## config.mk

```make
export PLATFORM = sky130hd
export DESIGN_NAME = pipe_issue_unit_flat
export DESIGN_NICKNAME = d
export VERILOG_FILES = /design/src/rtl/pipe_issue_unit_if.sv /design/src/rtl/pipe_issue_unit.sv /design/src/flat_wrapper.sv
export SDC_FILE = /design/constraint.sdc
export NUM_CORES = 1
export LEC_CHECK = 0
export ABC_CLOCK_PERIOD_IN_PS = 4700
export BUFFER_PORTS_ARGS = -buffer_cell sky130_fd_sc_hd__clkbuf_2
export CAP_MARGIN = 10
export CORE_MARGIN = 5
export CORE_UTILIZATION = 61
export CTS_CLUSTER_DIAMETER = 120
export DETAILED_ROUTE_END_ITERATION = 10
export PLACE_DENSITY = 0.79
export SKIP_LAST_GASP = 1
export SYNTH_ARGS = -nofsm -noshare
export SYNTH_HDL_FRONTEND = slang
export SYNTH_SLANG_ARGS = --single-unit
```

## constraint.sdc

```tcl
create_clock -name clk -period 4.7 [get_ports clk]
set_input_delay 0 -clock clk [delete_from_list [all_inputs] [get_ports clk]]
set_output_delay 0 -clock clk [all_outputs]
set_load 0.01 [all_outputs]
```

## src/rtl/pipe_issue_unit_if.sv

```systemverilog
// Issue bus from the issue front end to the 4-stage ALU pipeline.
// master: drives issue_valid and the registered instruction fields.
// slave : the pipeline side that consumes them.
interface pipe_issue_unit_if;
   logic       issue_valid;
   logic [3:0] rs1;
   logic [3:0] rs2;
   logic [3:0] rd;
   logic [3:0] func;
   logic [7:0] addr;

   modport master (
      output issue_valid,
      output rs1,
      output rs2,
      output rd,
      output func,
      output addr
   );

   modport slave (
      input issue_valid,
      input rs1,
      input rs2,
      input rd,
      input func,
      input addr
   );
endinterface

```

## src/rtl/pipe_issue_unit.sv

```systemverilog
// Issue front end: holds a small program, steps through it and issues
// instructions to a no-forwarding pipeline, stalling on in-flight rd.
// Ports: clk, rst_n (async low); prog_we/prog_addr/prog_data load the
// program in IDLE; start runs from entry 0; busy/done report the run;
// issue_count/stall_count are saturating per-run counters; bus is the
// registered issue interface (master side).
module pipe_issue_unit #(
   parameter int PROG_DEPTH = 16,
   parameter int HAZ_WIN    = 3
) (
   input  logic                          clk,
   input  logic                          rst_n,
   input  logic                          prog_we,
   input  logic [$clog2(PROG_DEPTH)-1:0] prog_addr,
   input  logic [23:0]                   prog_data,
   input  logic                          start,
   output logic                          busy,
   output logic                          done,
   output logic [7:0]                    issue_count,
   output logic [7:0]                    stall_count,
   pipe_issue_unit_if.master             bus
);

   localparam int AW = $clog2(PROG_DEPTH);
   localparam logic [AW-1:0] PC_LAST = AW'(PROG_DEPTH - 1);

   typedef struct packed {
      logic [3:0] func;
      logic [3:0] rs1;
      logic [3:0] rs2;
      logic [3:0] rd;
      logic [7:0] addr;
   } instr_t;

   typedef enum logic [1:0] {
      S_IDLE,
      S_RUN,
      S_DRAIN
   } state_t;

   state_t state, state_d;

   logic [23:0]   prog [PROG_DEPTH];
   logic [AW-1:0] pc;
   instr_t        cand;

   logic [HAZ_WIN-1:0]      sb_v;
   logic [HAZ_WIN-1:0][3:0] sb_rd;

   logic rd1, rd2;
   logic hazard;
   logic is_halt;
   logic pc_last;
   logic do_issue;
   logic do_stall;
   logic fin;

   // Program store: no reset, so contents survive rst_n.
   always_ff @(posedge clk) begin
      if (prog_we && state == S_IDLE)
         prog[prog_addr] <= prog_data;
   end

   assign cand    = instr_t'(prog[pc]);
   assign is_halt = (cand.func == 4'hF);
   assign pc_last = (pc == PC_LAST);
   assign busy    = (state != S_IDLE);

   // Which source fields the candidate actually reads.
   always_comb begin
      rd1 = 1'b0;
      rd2 = 1'b0;
      case (cand.func)
         4'd0, 4'd1, 4'd2, 4'd5, 4'd6, 4'd7: begin
            rd1 = 1'b1;
            rd2 = 1'b1;
         end
         4'd3, 4'd8, 4'd10, 4'd11: rd1 = 1'b1;
         4'd4, 4'd9:               rd2 = 1'b1;
         default: ;
      endcase
   end

   // Only sources that are really read can collide with a pending rd.
   always_comb begin
      hazard = 1'b0;
      for (int i = 0; i < HAZ_WIN; i++) begin
         if (sb_v[i] &&
             ((rd1 && sb_rd[i] == cand.rs1) ||
              (rd2 && sb_rd[i] == cand.rs2)))
            hazard = 1'b1;
      end
   end

   always_comb begin
      state_d  = state;
      do_issue = 1'b0;
      do_stall = 1'b0;
      fin      = 1'b0;
      unique case (state)
         S_IDLE: begin
            if (start)
               state_d = S_RUN;
         end
         S_RUN: begin
            if (is_halt) begin
               state_d = S_DRAIN;
            end else if (hazard) begin
               do_stall = 1'b1;
            end else begin
               do_issue = 1'b1;
               if (pc_last)
                  state_d = S_DRAIN;
            end
         end
         S_DRAIN: begin
            if (sb_v == '0) begin
               state_d = S_IDLE;
               fin     = 1'b1;
            end
         end
         default: state_d = S_IDLE;
      endcase
   end

   // Scoreboard: a slot enters on issue and ages out after HAZ_WIN
   // cycles, which is when the pipeline has written rd back.
   always_ff @(posedge clk or negedge rst_n) begin
      if (!rst_n) begin
         sb_v  <= '0;
         sb_rd <= '0;
      end else begin
         sb_v[0]  <= do_issue;
         sb_rd[0] <= cand.rd;
         for (int i = 1; i < HAZ_WIN; i++) begin
            sb_v[i]  <= sb_v[i-1];
            sb_rd[i] <= sb_rd[i-1];
         end
      end
   end

   always_ff @(posedge clk or negedge rst_n) begin
      if (!rst_n) begin
         state       <= S_IDLE;
         pc          <= '0;
         done        <= 1'b0;
         issue_count <= '0;
         stall_count <= '0;
      end else begin
         state <= state_d;
         done  <= fin;
         if (state == S_IDLE && start) begin
            pc          <= '0;
            issue_count <= '0;
            stall_count <= '0;
         end
         if (do_issue) begin
            // The last entry drains instead of wrapping pc.
            if (!pc_last)
               pc <= pc + 1'b1;
            if (issue_count != 8'hFF)
               issue_count <= issue_count + 8'd1;
         end
         if (do_stall && stall_count != 8'hFF)
            stall_count <= stall_count + 8'd1;
      end
   end

   // Fields hold their last value on non-issue cycles.
   always_ff @(posedge clk or negedge rst_n) begin
      if (!rst_n) begin
         bus.issue_valid <= 1'b0;
         bus.func        <= '0;
         bus.rs1         <= '0;
         bus.rs2         <= '0;
         bus.rd          <= '0;
         bus.addr        <= '0;
      end else begin
         bus.issue_valid <= do_issue;
         if (do_issue) begin
            bus.func <= cand.func;
            bus.rs1  <= cand.rs1;
            bus.rs2  <= cand.rs2;
            bus.rd   <= cand.rd;
            bus.addr <= cand.addr;
         end
      end
   end

endmodule
```

## src/flat_wrapper.sv

```systemverilog
// flat-port wrapper written by rule: the top's interface ports become plain ports
module pipe_issue_unit_flat 
#(
   parameter int PROG_DEPTH = 16,
   parameter int HAZ_WIN    = 3
)
  (clk, rst_n, prog_we, prog_addr, prog_data, start, busy, done, issue_count, stall_count, bus_issue_valid, bus_rs1, bus_rs2, bus_rd, bus_func, bus_addr);
  pipe_issue_unit_if bus_i ();
  input  logic clk;
  input  logic rst_n;
  input  logic prog_we;
  input  logic [$clog2(PROG_DEPTH)-1:0] prog_addr;
  input  logic [23:0] prog_data;
  input  logic start;
  output logic busy;
  output logic done;
  output logic [7:0] issue_count;
  output logic [7:0] stall_count;
  output wire logic [$bits(bus_i.issue_valid)-1:0] bus_issue_valid;
  output wire logic [$bits(bus_i.rs1)-1:0] bus_rs1;
  output wire logic [$bits(bus_i.rs2)-1:0] bus_rs2;
  output wire logic [$bits(bus_i.rd)-1:0] bus_rd;
  output wire logic [$bits(bus_i.func)-1:0] bus_func;
  output wire logic [$bits(bus_i.addr)-1:0] bus_addr;
  assign bus_issue_valid = bus_i.issue_valid;
  assign bus_rs1 = bus_i.rs1;
  assign bus_rs2 = bus_i.rs2;
  assign bus_rd = bus_i.rd;
  assign bus_func = bus_i.func;
  assign bus_addr = bus_i.addr;
  pipe_issue_unit #(.PROG_DEPTH(PROG_DEPTH), .HAZ_WIN(HAZ_WIN)) u_core (.clk(clk), .rst_n(rst_n), .prog_we(prog_we), .prog_addr(prog_addr), .prog_data(prog_data), .start(start), .busy(busy), .done(done), .issue_count(issue_count), .stall_count(stall_count), .bus(bus_i));
endmodule
```

== Yosys cells after proc, flatten, opt, wreduce, memory -nomap -nowiden ==
Memories as Yosys holds them, arrays and structs flattened.
Index checks and enable logic that the tools add are counted.
Word-level totals
  logic and storage cells: 98
  memory bits (writable): 384
  output and inout bits: 43
  register bits after elaboration: 63
  memories: 1
  input bits: 32
Memory list
  u_core.prog: words 16, bits a word 24, rd ports 1, clocked after memory_dff 0, write ports 1, line pipe_issue_unit.sv:43  | logic [23:0] prog [PROG_DEPTH];
Cells by class
  $add $sub $neg: 3
  equality and inequality tests: 27
  mux-type cells: 29
  reduce and logical (&&, ||, !) cells: 23
Operators by type and width (number)
  $mux W8: 5
  $eq A4 B4 Y1: 6
  $eq A4 B4 Y1 const B: 6
  $add A8 B1 Y8 const B: 2
  $eq A4 B3 Y1 const B: 4
  $ne A8 B8 Y1 const B: 2
  $mux W1: 15
  $logic_and A1 B1 Y1: 12
  $mux W4: 3
  $mux W2: 5
  $reduce_or A10 Y1: 1
  $eq A4 B2 Y1 const B: 2
  $reduce_or A8 Y1: 1
  $pmux W2 S3: 1
  $add A4 B1 Y4 const B: 1
  $eq A4 B1 Y1 const B: 1
  $logic_not A4 Y1: 1
  $reduce_and A4 Y1: 1
  $reduce_bool A2 Y1: 2
  $logic_not A3 Y1: 1
  $logic_or A1 B1 Y1: 3
  $ne A3 B1 Y1 const B: 1
  $ne A3 B3 Y1 const B: 1
  $eq A2 B1 Y1 const B: 1
  4 further kinds: 4

== Logic depth before layout (Yosys ltp) ==
An unclocked memory read counts as a cell.
  depth after elaboration: 15
  gate-level depth with buffers: 15
  depth with buffers taken out: 10

== Least setup slack after synthesis ==
OpenSTA, ideal clock, no wires.
  path kind: reg2reg
  from: register u_core.state[1]
  to: memory u_core.prog[0][0] (enable)
  period minus slack after synthesis: 3.529 ns
  path slack: 1.171 ns
  cell stages (with the launch flop): 5
  arrival: 3.093 ns
  buffers on the path: 0
  setup time: 0.435 ns
  required time: 4.265 ns
  cells stage by stage: dfrtp_1 > nor2_1 > inv_1 > or4b_2 > nor3_1
Between the ends
  word-level cells in the longest chain between the ends: 4
Ends and longest elaborated chain
  from (decl): line pipe_issue_unit.sv:41  | state_t state, state_d;
  from (signal assigned): line pipe_issue_unit.sv:150  | state <= state_d;
  $logic_not A2 Y1: line pipe_issue_unit.sv:60  | if (prog_we && state == S_IDLE)
  $logic_and A1 B1 Y1: line pipe_issue_unit.sv:60
  $mux W1: line pipe_issue_unit.sv:60
  $mux W1 (implied by the code): line pipe_issue_unit.sv:61  | prog[prog_addr] <= prog_data;
  to (decl): line pipe_issue_unit.sv:43
Every way passes these cells.

== Final worst setup path ==
  from: register u_core.pc[0]
  to: register u_core.pc[3]
Between the ends
  word-level cells in the longest chain between the ends: 14
  elaborated cells between the ends (all ways): 46
  classes of those cells: add/sub (1); eq/ne (19); mux (10); reduce/logical (15); memory (1)
Ends and longest elaborated chain
  from (decl): line pipe_issue_unit.sv:44  | logic [AW-1:0] pc;
  from (signal assigned): line pipe_issue_unit.sv:160  | pc <= pc + 1'b1;
  $mem_v2 Z16 W24
  $eq A4 B2 Y1 (tied with other cells): line pipe_issue_unit.sv:73  | case (cand.func)
  $reduce_or A10 Y1 (no line) or $reduce_or A8 Y1 (tied branches)
  $mux W1: line pipe_issue_unit.sv:73
  $logic_and A1 B1 Y1 (on tied branches): line pipe_issue_unit.sv:89, pipe_issue_unit.sv:90
  $logic_or A1 B1 Y1: line pipe_issue_unit.sv:89  | ((rd1 && sb_rd[i] == cand.rs1) ||
  $logic_and A1 B1 Y1: line pipe_issue_unit.sv:88  | if (sb_v[i] &&
  $mux W1 (3 in series): line pipe_issue_unit.sv:88
  $mux W1: line pipe_issue_unit.sv:108  | end else if (hazard) begin
  $mux W1: line pipe_issue_unit.sv:106  | if (is_halt) begin
  $mux W1: line pipe_issue_unit.sv:100  | unique case (state)
  $mux W4 (*): line pipe_issue_unit.sv:157  | if (do_issue) begin
Mark *: on every way between the ends. The rest lies on a longest branch, timed or not.
A chain may end at the register's enable or synchronous reset.

==> results.md <==
| Step | Metric | Value |
|:---|:---|:---|
| run status | Status | completed |
| die | Total I/O pin count | 75 |
| drt | Pre-antenna DRT Iters | 5 |
| power | Reg power frac | 0.423 |
| timing | Fin Setup TNS | 0 ps |
| clocking | CTS Sinks | 446 |
| power | Clock network fraction of total power | 0.282 |
| die | Total Die Area | 0.03278 mm^2 |
| place | Number of buffer cells added on primary ports | 74 |
| clocking | Cells resized by post-CTS repair | 0 |
| worst setup path | Sort of element at the end of the critical path | flop |
| clocking | CTS H-tree depth | 2 |
| grt | Via count of the first global-routing pass | 9688 |
| layout | Antenna Diode Count | 0 |
| timing | Worst slew slack as a fraction of its limit | 0.2014 |
| yosys | Register bit total from synthesis | 446 |
| run | Max cap viols | 0 |
| timing | Max-slew violations | 0 |
| die | Horiz. Die Dim | 181.1 um |
| clocking | Setup bufs post-CTS | 0 |
| timing | Unrepaired setup endpoints after global routing | false |
| timing | Hold violation count in the final report | 0 |
| worst setup path | Largest fanout on the critical path | 50 |
| layout | Layout cell share with drive strength beyond 1 | 0.2441 |
| timing | Finish-stage setup viols | 0 |
| yosys | Post-synthesis instance total | 980 |
| clocking | Clock Tree Buf Depth | 3 |
| grt | Antenna violations before repair | 0 |
| power | Switching share of power | 0.3159 |
| clocking | TritonCTS clock tree | done |
| timing | Post-Route Skew | 15.22 ps |
| clocking | Cts hold-fix bufs | 25 |
| die | Number of rows in the core area | 62 |
| timing | Fmax achieved | 247.9 MHz |
| timing | Post-route fraction of the period consumed by the critical path | 0.8584 |
| yosys | Avg Synthesized Cell Area | 18.21 um^2 |
| worst setup path | Slowest stage delay, CP | 750 ps |
| yosys | Leading register cell type out of synthesis | sky130_fd_sc_hd__edfxtp_1 |
| drt | Overall routed net length | 40790 um |
| yosys | Synth Warn # | 0 |
| yosys | Library cells used by synthesis | 64 |
| layout | Post-layout nets | 1137 |
| yosys | Net Count, Synth | 1015 |
| yosys | Cell Area, Synth | 0.01785 mm^2 |
| yosys | Dominant cell type by area after synthesis | sky130_fd_sc_hd__edfxtp_1 |
| die | Placeable core region | 0.02878 mm^2 |
| power | Net switching component of the power | 3.713 mW |
| clocking | Clock Tree Root | sky130_fd_sc_hd__clkbuf_16 |
| drt | Number of DRC markers after the initial detailed-route iteration | 1203 |
| drt | Residual DRC count | 0 |
| power | Internal Pwr Total | 8.041 mW |
| place | Weighted congestion reported at the end of routability-driven placement | 0.9235 |
| timing | Slew at the pin closest to its max-slew limit | 1195 ps |
| power | Power density cells | 578.9 mW/mm^2 |
| yosys | EDFF count, synth | 384 |
| yosys | Share of the synthesized area in the top cell type | 0.6461 |
| power | VDD IR max | 0.3269 mV |
| layout | Synth-to-Final Area Change | 13.76% |
| clocking | Insertion delay to the later sink of the worst-skew pair | 540 ps |
| layout | Final design utilization | 0.7055 |
| die | Height of the die | 181.1 um |
| power | Static Leak | 6.959 nW |
| grt | Global-route wire length before repair | 60690 um |
| grt | Total global routing overflow | 0 |
| worst setup path | Data required time of the worst path | 5110 ps |
| worst setup path | Crit-path cells | buf_12 -> mux2i_1 -> a221oi_1 -> a21oi_1 -> o21ai_0 -> mux2i_1 -> o21ai_0 -> a31o_1 -> and3_4 -> nand2_1 -> a32o_1 |
| place | Estimated wirelength of the detail-placed design | 22250 um |
| die | Initial core utilization | 0.6201 |
| yosys | Async set-or-reset flop fraction in the synthesized netlist | 0.1390 |
| drt | Wirelength per Cell | 26.85 um |
| worst setup path | Crit path arrival time | 4450 ps |
| yosys | Sequential-to-total area share from yosys stat | 0.7330 |
| clocking | CTS buffer count | 43 |
| drt | Vias per cell | 6.502 |
| power | Power share of the combinational group | 0.296 |
| worst setup path | Worst setup SP type | flop |
| worst setup path | Worst setup path class | reg2reg |
| drt | Detailed-route via count | 9877 |
| grt | Maximum number of pins on one net before global-route repair | 63 |
| worst setup path | Slowest-stage cell, CP | sky130_fd_sc_hd__dfrtp_4 |
| worst hold path | Path category of the worst min-delay check | in2reg |
| grt | Global-route usage over all layers | 0.2468 |
| drt | Detail Route Antenna Nets | 0 |
| clocking | Clk slew on worst S/H paths | 70 ps |
| timing | Final period demand of the worst path | 4035 ps |
| yosys | Top area cells in the synthesized netlist | sky130_fd_sc_hd__edfxtp_1, sky130_fd_sc_hd__dfrtp_1, sky130_fd_sc_hd__mux4_2, sky130_fd_sc_hd__mux2i_1, sky130_fd_sc_hd__a221oi_1 |
==> critical path: cells and delay by family, from the launching register on <==
kind	cells	cell delay [ps]
mux	2	220
simple gates	2	810
compound gates	6	1870
flops	1	750
buf+inv	1	260
==> area by class of cell <==
class / count / area (um^2)
Fill cell: 1735 / 8477
Sequential cell: 446 / 13090
Tap cell: 384 / 480.5
Clock buffer: 58 / 1182
Inverter: 13 / 48.80
Clock inverter: 20 / 166.4
Timing Repair Buffer: 121 / 798.3
Multi-Input combinational cell: 477 / 4538
==> cell usage after synthesis, drive strengths merged, types with 3 or more instances <==
library cell and n:
and2 6, a221o 3, a221oi 25, nor2b 8, dfrtp 62, ha 3
nand3b 3, o21ai 34, clkbuf 15, mux2i 72, nand2b 6, buf 29
nand4b 3, a22oi 11, nor3 11, a32o 3, nand3 19, nor2 47
a222oi 7, mux2 15, a21o 7, inv 12, edfxtp 384, nand2 55
nand4 7, xnor2 14, mux4 67, a21oi 16, xor2 9
==> power groups by stage <==
stage	Combinational (mW)	Sequential (mW)	Clock, mW
2_1_floorplan	2.60	4.92	0
3_3_place_gp	3.32	5.02	0
3_5_place_dp	3.40	5.03	0
4_1_cts	3.46	4.95	3.34
5_1_grt	3.73	5.00	3.52
6_report	3.48	4.97	3.31
==> per-stage QoR <==
stage          hold WS [ps]  instances  power, mW  instance area, um^2  worst slack, ps
2_1_floorplan        -295.6        980      7.524                17850             1171
3_3_place_gp          226.9       1416      8.347                18700            916.0
3_5_place_dp          239.3       1416      8.434                18700            870.0
4_1_cts               123.0       1519      11.75                20300            801.1
5_1_grt               196.2       1519      12.24                20300            371.7
6_report              161.7       1519      11.75                20300            665.5
==> sequential cells by signal (all words and copies together) (netlist names) <==
name	cells
u_core.bus.rs1	4
u_core.bus.rs2	4
u_core.prog	384
u_core.bus.rd	4
u_core.bus.addr	8
u_core.issue_count	8
u_core.sb_rd	12
u_core.stall_count	8
u_core.pc	4
u_core.done	1
u_core.sb_v	3
u_core.state	2
u_core.bus.func	4
==> worst paths after layout <==
path	startpoint	slack (ps)	depth (start not counted)	end
hold reg to reg	u_core.sb_rd[4]$_DFF_PN0_	450	0	u_core.sb_rd[8]$_DFF_PN0_
min in group asynchronous	rst_n	190	3	u_core.issue_count[2]$_DFF_PN0_
setup reg to reg	u_core.pc[0]$_DFF_PN0_	670	11	u_core.pc[3]$_DFF_PN0_
setup / recovery	u_core.pc[0]$_DFF_PN0_	670	11	u_core.pc[3]$_DFF_PN0_
hold / removal	start	160	3	u_core.state[0]$_DFFE_PN0P_
max in group asynchronous	rst_n	3870	3	u_core.pc[0]$_DFF_PN0_
==> kinds of logic after synthesis <==
group,Yosys count,share of synthesized area
and+or+nand+nor,174,0.04627
AOI/OAI and AO/OA,123,0.05167
buffers and inverters,57,0.01830
xor gates and xnor gates,23,0.01129
muxes,154,0.1373
DFF,446,0.7330
adders and majority gates,3,0.002103
==> placed cells by master, fill, tap and decap left out, drive strengths merged, types with 9 or more instances in the layout <==
| cell type | instances |
|---|---|
| clkinv | 15 |
| nor3 | 11 |
| buf | 23 |
| nor2 | 47 |
| mux2 | 15 |
| inv | 13 |
| clkbuf | 131 |
| o21ai | 34 |
| mux2i | 72 |
| xnor2 | 14 |
| mux4 | 67 |
| a22oi | 11 |
| dlygate4sd3 | 25 |
| xor2 | 9 |
| dfrtp | 62 |
| edfxtp | 384 |
| a221oi | 25 |
| nand2 | 55 |
| nand3 | 19 |
| a21oi | 16 |
==> routing by layer <==
metal / part of all wire / global-route usage / vias to the layer above / routed length, um
met5: 0 / 0 / - / 0
li1: - / - / 4180 / -
met3: 0.10 / 0.05671 / 90 / 4261
met1: 0.40 / 0.3668 / 5028 / 16480
met2: 0.47 / 0.3828 / 579 / 19180
met4: 0.021 / 0.05824 / 0 / 863
Note: power is estimated with default switching activity, not from simulation.
